===== src/rtl/moore_det_pkg.sv =====
// rtl/moore_det_pkg.sv - shared state encoding and sequence constants for moore_det_sched
package moore_det_pkg;

    typedef enum logic [2:0] {
        ST_IDLE  = 3'd0,
        ST_FLUSH = 3'd1,
        ST_SHIFT = 3'd2,
        ST_DRAIN = 3'd3,
        ST_DONE  = 3'd4
    } state_e;

    // Flush pattern, LSB first: 1,1,0,0 walks the detector from any state to S0
    localparam logic [3:0] FLUSH_SEQ = 4'b0011;
    localparam int         FLUSH_LEN = 4;
    localparam int         DRAIN_LEN = 2;

endpackage


===== src/rtl/rr_arb2.sv =====
// rtl/rr_arb2.sv - two-way round-robin arbiter with last-grant memory
module rr_arb2 (
    input  logic       clk_i,
    input  logic       rst_i,
    input  logic [1:0] req_i,
    input  logic       en_i,
    output logic       valid_o,
    output logic       id_o
);

    logic last_q;
    logic last_d;

    // Pick the requester that did not win last time when both ask
    always_comb begin
        valid_o = |req_i;
        id_o    = (req_i == 2'b11) ? ~last_q : req_i[1];
        last_d  = (en_i && valid_o) ? id_o : last_q;
    end

    // Last-grant register; reset to 1 so requester 0 wins the first tie
    always_ff @(posedge clk_i or posedge rst_i) begin
        if (rst_i) begin
            last_q <= 1'b1;
        end else begin
            last_q <= last_d;
        end
    end

endmodule


===== src/rtl/moore_det_sched.sv =====
// rtl/moore_det_sched.sv - shares one Moore sequence detector between two word requesters
module moore_det_sched
    import moore_det_pkg::*;
#(
    parameter int WIDTH = 8,
    parameter int CNTW  = 4
) (
    input  logic             ClkM_i,
    input  logic             RstM_i,
    input  logic             Req0_i,
    input  logic [WIDTH-1:0] Data0_i,
    input  logic             Req1_i,
    input  logic [WIDTH-1:0] Data1_i,
    output logic             Done0_o,
    output logic             Done1_o,
    output logic [CNTW-1:0]  Count_o,
    output logic             Busy_o,
    output logic             DetA_o,
    input  logic             DetZ_i
);

    state_e           state_q, state_d;
    logic [CNTW-1:0]  phase_q, phase_d;
    logic [WIDTH-1:0] shreg_q, shreg_d;
    logic             gid_q, gid_d;
    logic             deta_q, deta_d;
    logic             v0_q, v0_d;
    logic             v1_q, v2_q;
    logic [CNTW-1:0]  cnt_q, cnt_d;
    logic [CNTW-1:0]  count_q, count_d;
    logic             arb_en, arb_valid, arb_id;
    logic             grant;

    assign arb_en = (state_q == ST_IDLE);
    assign grant  = arb_en && arb_valid;

    rr_arb2 u_arb (
        .clk_i   (ClkM_i),
        .rst_i   (RstM_i),
        .req_i   ({Req1_i, Req0_i}),
        .en_i    (arb_en),
        .valid_o (arb_valid),
        .id_o    (arb_id)
    );

    // State and datapath registers; reset abandons any job in flight
    always_ff @(posedge ClkM_i or posedge RstM_i) begin
        if (RstM_i) begin
            state_q <= ST_IDLE;
            phase_q <= '0;
            shreg_q <= '0;
            gid_q   <= 1'b0;
            deta_q  <= 1'b0;
            v0_q    <= 1'b0;
            v1_q    <= 1'b0;
            v2_q    <= 1'b0;
            cnt_q   <= '0;
            count_q <= '0;
        end else begin
            state_q <= state_d;
            phase_q <= phase_d;
            shreg_q <= shreg_d;
            gid_q   <= gid_d;
            deta_q  <= deta_d;
            v0_q    <= v0_d;
            v1_q    <= v0_q;
            v2_q    <= v1_q;
            cnt_q   <= cnt_d;
            count_q <= count_d;
        end
    end

    // Sequencer: grant, flush, shift the word out, drain, report
    always_comb begin
        state_d = state_q;
        phase_d = phase_q;
        shreg_d = shreg_q;
        gid_d   = gid_q;
        unique case (state_q)
            ST_IDLE: begin
                if (arb_valid) begin
                    state_d = ST_FLUSH;
                    phase_d = '0;
                    gid_d   = arb_id;
                    shreg_d = arb_id ? Data1_i : Data0_i;
                end
            end
            ST_FLUSH: begin
                if (phase_q == CNTW'(FLUSH_LEN - 1)) begin
                    state_d = ST_SHIFT;
                    phase_d = '0;
                end else begin
                    phase_d = phase_q + CNTW'(1);
                end
            end
            ST_SHIFT: begin
                shreg_d = shreg_q >> 1;
                if (phase_q == CNTW'(WIDTH - 1)) begin
                    state_d = ST_DRAIN;
                    phase_d = '0;
                end else begin
                    phase_d = phase_q + CNTW'(1);
                end
            end
            ST_DRAIN: begin
                // One cycle beyond DRAIN_LEN: DetA trails the state by a register, so
                // the last data bit's Z is sampled on the edge that enters DONE.
                if (phase_q == CNTW'(DRAIN_LEN)) begin
                    state_d = ST_DONE;
                    phase_d = '0;
                end else begin
                    phase_d = phase_q + CNTW'(1);
                end
            end
            ST_DONE: begin
                state_d = ST_IDLE;
            end
            default: begin
                state_d = ST_IDLE;
            end
        endcase
    end

    // Detector drive, data-valid pipe and Z counter
    always_comb begin
        deta_d  = 1'b0;
        v0_d    = 1'b0;
        cnt_d   = cnt_q;
        count_d = count_q;
        if (state_q == ST_FLUSH) begin
            deta_d = FLUSH_SEQ[phase_q[1:0]];
        end else if (state_q == ST_SHIFT) begin
            deta_d = shreg_q[0];
            v0_d   = 1'b1;
        end
        if (grant) begin
            cnt_d = '0;
        end else if (v2_q && DetZ_i) begin
            cnt_d = cnt_q + CNTW'(1);
        end
        if (state_q == ST_DRAIN && state_d == ST_DONE) begin
            count_d = cnt_d;
        end
    end

    // Moore outputs decoded from the current state
    always_comb begin
        Busy_o  = (state_q != ST_IDLE);
        Done0_o = (state_q == ST_DONE) && !gid_q;
        Done1_o = (state_q == ST_DONE) && gid_q;
        DetA_o  = deta_q;
        Count_o = count_q;
    end

endmodule


===== config.mk =====
export PLATFORM = sky130hd
export DESIGN_NAME = moore_det_sched
export DESIGN_NICKNAME = d
export VERILOG_FILES = /design/src/rtl/moore_det_pkg.sv /design/src/rtl/rr_arb2.sv /design/src/rtl/moore_det_sched.sv
export SDC_FILE = /design/constraint.sdc
export NUM_CORES = 1
export LEC_CHECK = 0
export ABC_AREA = 1
export CORE_MARGIN = 2
export CORE_UTILIZATION = 40
export CTS_BUF_LIST = sky130_fd_sc_hd__clkbuf_4 sky130_fd_sc_hd__clkbuf_8 sky130_fd_sc_hd__clkbuf_16
export DETAILED_ROUTE_END_ITERATION = 10
export PLACE_DENSITY_LB_ADDON = 0.3
export REMOVE_ABC_BUFFERS = 1
export SYNTH_ARGS = -nofsm -noshare
export SYNTH_HDL_FRONTEND = slang
export SYNTH_HIERARCHICAL = 1
export SYNTH_SLANG_ARGS = --single-unit

===== constraint.sdc =====
create_clock -name ClkM_i -period 1.3 [get_ports ClkM_i]
set_input_delay 0.195 -clock ClkM_i [delete_from_list [all_inputs] [get_ports ClkM_i]]
set_output_delay 0.195 -clock ClkM_i [all_outputs]
set_load 0.1 [all_outputs]

==> flow_summary.json <==
{
  "clockBufferDepth": 2,
  "place_congestion": 0.8194,
  "max-cap-violations": 0,
  "route.detailed.drc": 0,
  "worstSkewPairLatency_ns": 0.28,
  "ios": 29,
  "path_max_fanout": 3,
  "synthMuxAreaShare_pct": 0,
  "synth_cell_type_count": 28,
  "ys_ff_latch": 29,
  "fin_ws_ns": -0.1323,
  "tightest_slew_ns": 0.2358,
  "grt_pass1_vias": 1388,
  "synth.most_common_cell": "nand2_1",
  "fillers": 296,
  "area_delta_synth_final_pct": 60.13,
  "dieArea_um2": 4373,
  "drtIter0Drc": 72,
  "cp-endpoint": "Done0_o",
  "wirelength_um": 3789,
  "swShare_pct": 43.61,
  "holdWs_ns": 0.2465,
  "p_per_area_nw_per_um2": 2339,
  "grt_pass1_wl_um": 5927,
  "grt.overflow.total": 0,
  "grt_usage_pct": 18.35,
  "clk_pin_slew_ns": 0.06,
  "drtPass1Iterations": 4,
  "avgViaCountPerCell": 4.669,
  "pre_cts_slack_ns": -0.4482,
  "hold_path.class": "input port to async pin",
  "finalClockSkew_ns": 0.006720,
  "routedWlPerCell_um": 11.73,
  "combinationalPowerShare_pct": 56.5,
  "synth_fa_ha_area_share_pct": 3.241,
  "timing.rr.end": "shreg_q[3]$_DFFE_PP0P_",
  "finalNetCount": 299,
  "synth_edf_count": 0,
  "num_antenna_cells": 0,
  "dp_hpwl_um": 2436,
  "synth_ff_type": "dfrtp_1",
  "cts_tree": "yes",
  "core_area_um2": 3689,
  "min_period_over_period_pct": 110.2,
  "yosys_warnings": 6,
  "clock_sinks": 29,
  "rsz0062_at_grt": "yes",
  "wl_met2_um": 1942,
  "yosysSeqAreaShare_pct": 47.08,
  "yosys.area.top_type": "dfrtp_1",
  "violations": "negative setup slack",
  "pwr-share-clk_pct": 16.9,
  "r2r_cells": 8,
  "regToRegSetupSlack_ns": 0.02,
  "irDropWorstVdd_mv": 1.752,
  "start_util_pct": 41.86,
  "crit_type": "register to output pin",
  "syn_area_per_cell_um2": 7.352,
  "postCtsHoldBufs": 0,
  "setup.worst_path.start_class": "register",
  "ys_top_cells_by_area": "dfrtp_1 45%, nand2_1 25%, inv_1 4.9%",
  "async_flop_share_pct": 100.0,
  "fp-row-count": 22,
  "p_seq_share_pct": 26.6,
  "cp-startpoint": "state_q[1]$_DFF_PP0_",
  "numCtsBuffers": 5,
  "drt-met1-wl_um": 1658,
  "clock.fmax_ghz": 0.6982,
  "vias": 1508,
  "met3_length_um": 134,
  "critical_path_required_ns": 1.11,
  "p_int_mw": 3.261,
  "outcome": "finished, violations left",
  "ant_nets": 0,
  "finalSetupTns_ns": -0.3753,
  "grt_max_degree": 29,
  "slew_violations": 0,
  "placed_cell_area_um2": 2122,
  "die_h_um": 66.13,
  "fp.dieW_um": 66.13,
  "switchingPower_mw": 2.522,
  "synthesis.area_um2": 1544,
  "routed.top_layer": "met4",
  "worstSetupEndpointType": "output pin",
  "port-buffer-count": 28,
  "max-slew-margin-rel_pct": 84.26,
  "syn_inst": 210,
  "antenna_found_initial": 0,
  "synth-compound-area-share_pct": 5.592,
  "synth_top_area_share_pct": 45.38,
  "timing.final.setup_violations": 3,
  "r2r-start": "state_q[0]$_DFF_PP0_",
  "hold_viol": 0,
  "critical_path_arrival_ns": 1.24,
  "htree_levels": 2,
  "synthXorXnorAreaFrac_pct": 1.135,
  "synth_top_family_by_area": "simple AND/OR/NAND/NOR gates",
  "final_cell_area_um2": 2472,
  "drive_gt1_share_pct": 28.73,
  "clockRootBuffer": "clkbuf_8",
  "period_needed_ns": 1.432,
  "synth_common_cells": "101 x nand2_1, 28 x dfrtp_1, 20 x inv_1",
  "p_leak_nw": 1.298,
  "yosys.area_share.simple_pct": 36.06
}
[placed cells by master, fill, tap and decap left out, types with 2 or more instances in the layout]
cell type / count
nand2_1: 92
nand3_1: 10
buf_12: 9
clkdlybuf4s50_1: 18
nand2_4: 3
nand3_4: 3
buf_6: 2
buf_4: 27
clkbuf_8: 6
inv_4: 3
o21ai_1: 8
ha_1: 2
inv_1: 20
dfrtp_1: 28
nand3_2: 2
nor2_4: 6
o211ai_1: 2
inv_2: 2
nand2_2: 7
dlymetal6s2s_1: 2
nor2_1: 6
[per-layer routing]
layer	vias up	GRT usage, %
li1	776	-
met5	-	0
met1	699	21.46
met3	5	5.622
met2	28	31.13
met4	0	7.398
[how the worst min path moves through the flow]
stage / endpoint / start / slack (ns) / depth (start not counted)
3_3_place_gp: v1_q$_DFF_PP0_ / v0_q$_DFF_PP0_ / 0.33 / 0
3_5_place_dp: v1_q$_DFF_PP0_ / v0_q$_DFF_PP0_ / 0.34 / 0
5_1_grt: u_arb/last_q$_DFFE_PP1P_ / RstM_i / 0.25 / 2
6_report: u_arb/last_q$_DFFE_PP1P_ / RstM_i / 0.25 / 2
4_1_cts: u_arb/last_q$_DFFE_PP1P_ / RstM_i / 0.24 / 2
2_1_floorplan: u_arb/last_q$_DFFE_PP1P_ / RstM_i / 0.08 / 1
[power by group through the flow]
| stage | clock [mW] | sequential [mW] | combinational, mW |
|---|---|---|---|
| 2_1_floorplan | 0 | 2.01 | 1.15 |
| 3_3_place_gp | 0 | 1.51 | 2.71 |
| 3_5_place_dp | 0 | 1.52 | 2.75 |
| 4_1_cts | 0.998 | 1.52 | 2.82 |
| 5_1_grt | 1.05 | 1.58 | 3.53 |
| 6_report | 0.976 | 1.54 | 3.27 |
[kinds of logic (layout without fill, tap and decap cells)]
kind of cell               count (synthesis)  after routing
and+or+nand+nor                          133            134
DFF                                       29             29
buffers and inverters                     27             91
AOI/OAI and AO/OA                         15             15
adders and majority gates                  4              4
xor gates and xnor gates                   2              2
[critical path, stage by stage (launching register included)]
cell	delay [ns]
dfrtp_1	0.41
nor2_4	0.16
nand2_4	0.08
nor2_4	0.12
buf_12	0.18
[flip-flops by register name, indices dropped and copies added, names as in the netlist]
| signal | cells |
|---|---|
| v2_q | 1 |
| u_arb/last_q | 1 |
| v0_q | 1 |
| shreg_q | 8 |
| DetA_o | 1 |
| gid_q | 1 |
| cnt_q | 4 |
| phase_q | 4 |
| Count_o | 4 |
| v1_q | 1 |
| state_q | 3 |
[cell type report]
class / count / area (µm²) / area share (%)
clock inverter: 1 / 30.03 / 1.215
inverter: 25 / 101.3 / 4.099
sequential: 29 / 726.9 / 29.40
timing repair buffer: 58 / 610.6 / 24.70
tap: 48 / 60.06 / 2.429
clock buffer: 7 / 90.09 / 3.644
multi-input combinational: 155 / 853.3 / 34.51
[through the flow]
step           std cells  util (%)  total power [mW]
2_1_floorplan        208         -             3.155
3_3_place_gp         305     57.53             4.212
3_5_place_dp         305     57.53             4.265
4_1_cts              314     61.94             5.345
5_1_grt              323     67.03             6.157
6_report             323     67.03             5.783
[what timing repair did]
action,4_1_cts,5_1_grt
cloned,0,1
endpoints found under the setup margin,11,22
setup buffers,1,8
gates resized for setup,10,30
endpoints found under the hold margin,0,0
pin swaps,4,15
(Power assumes the default switching activity.)
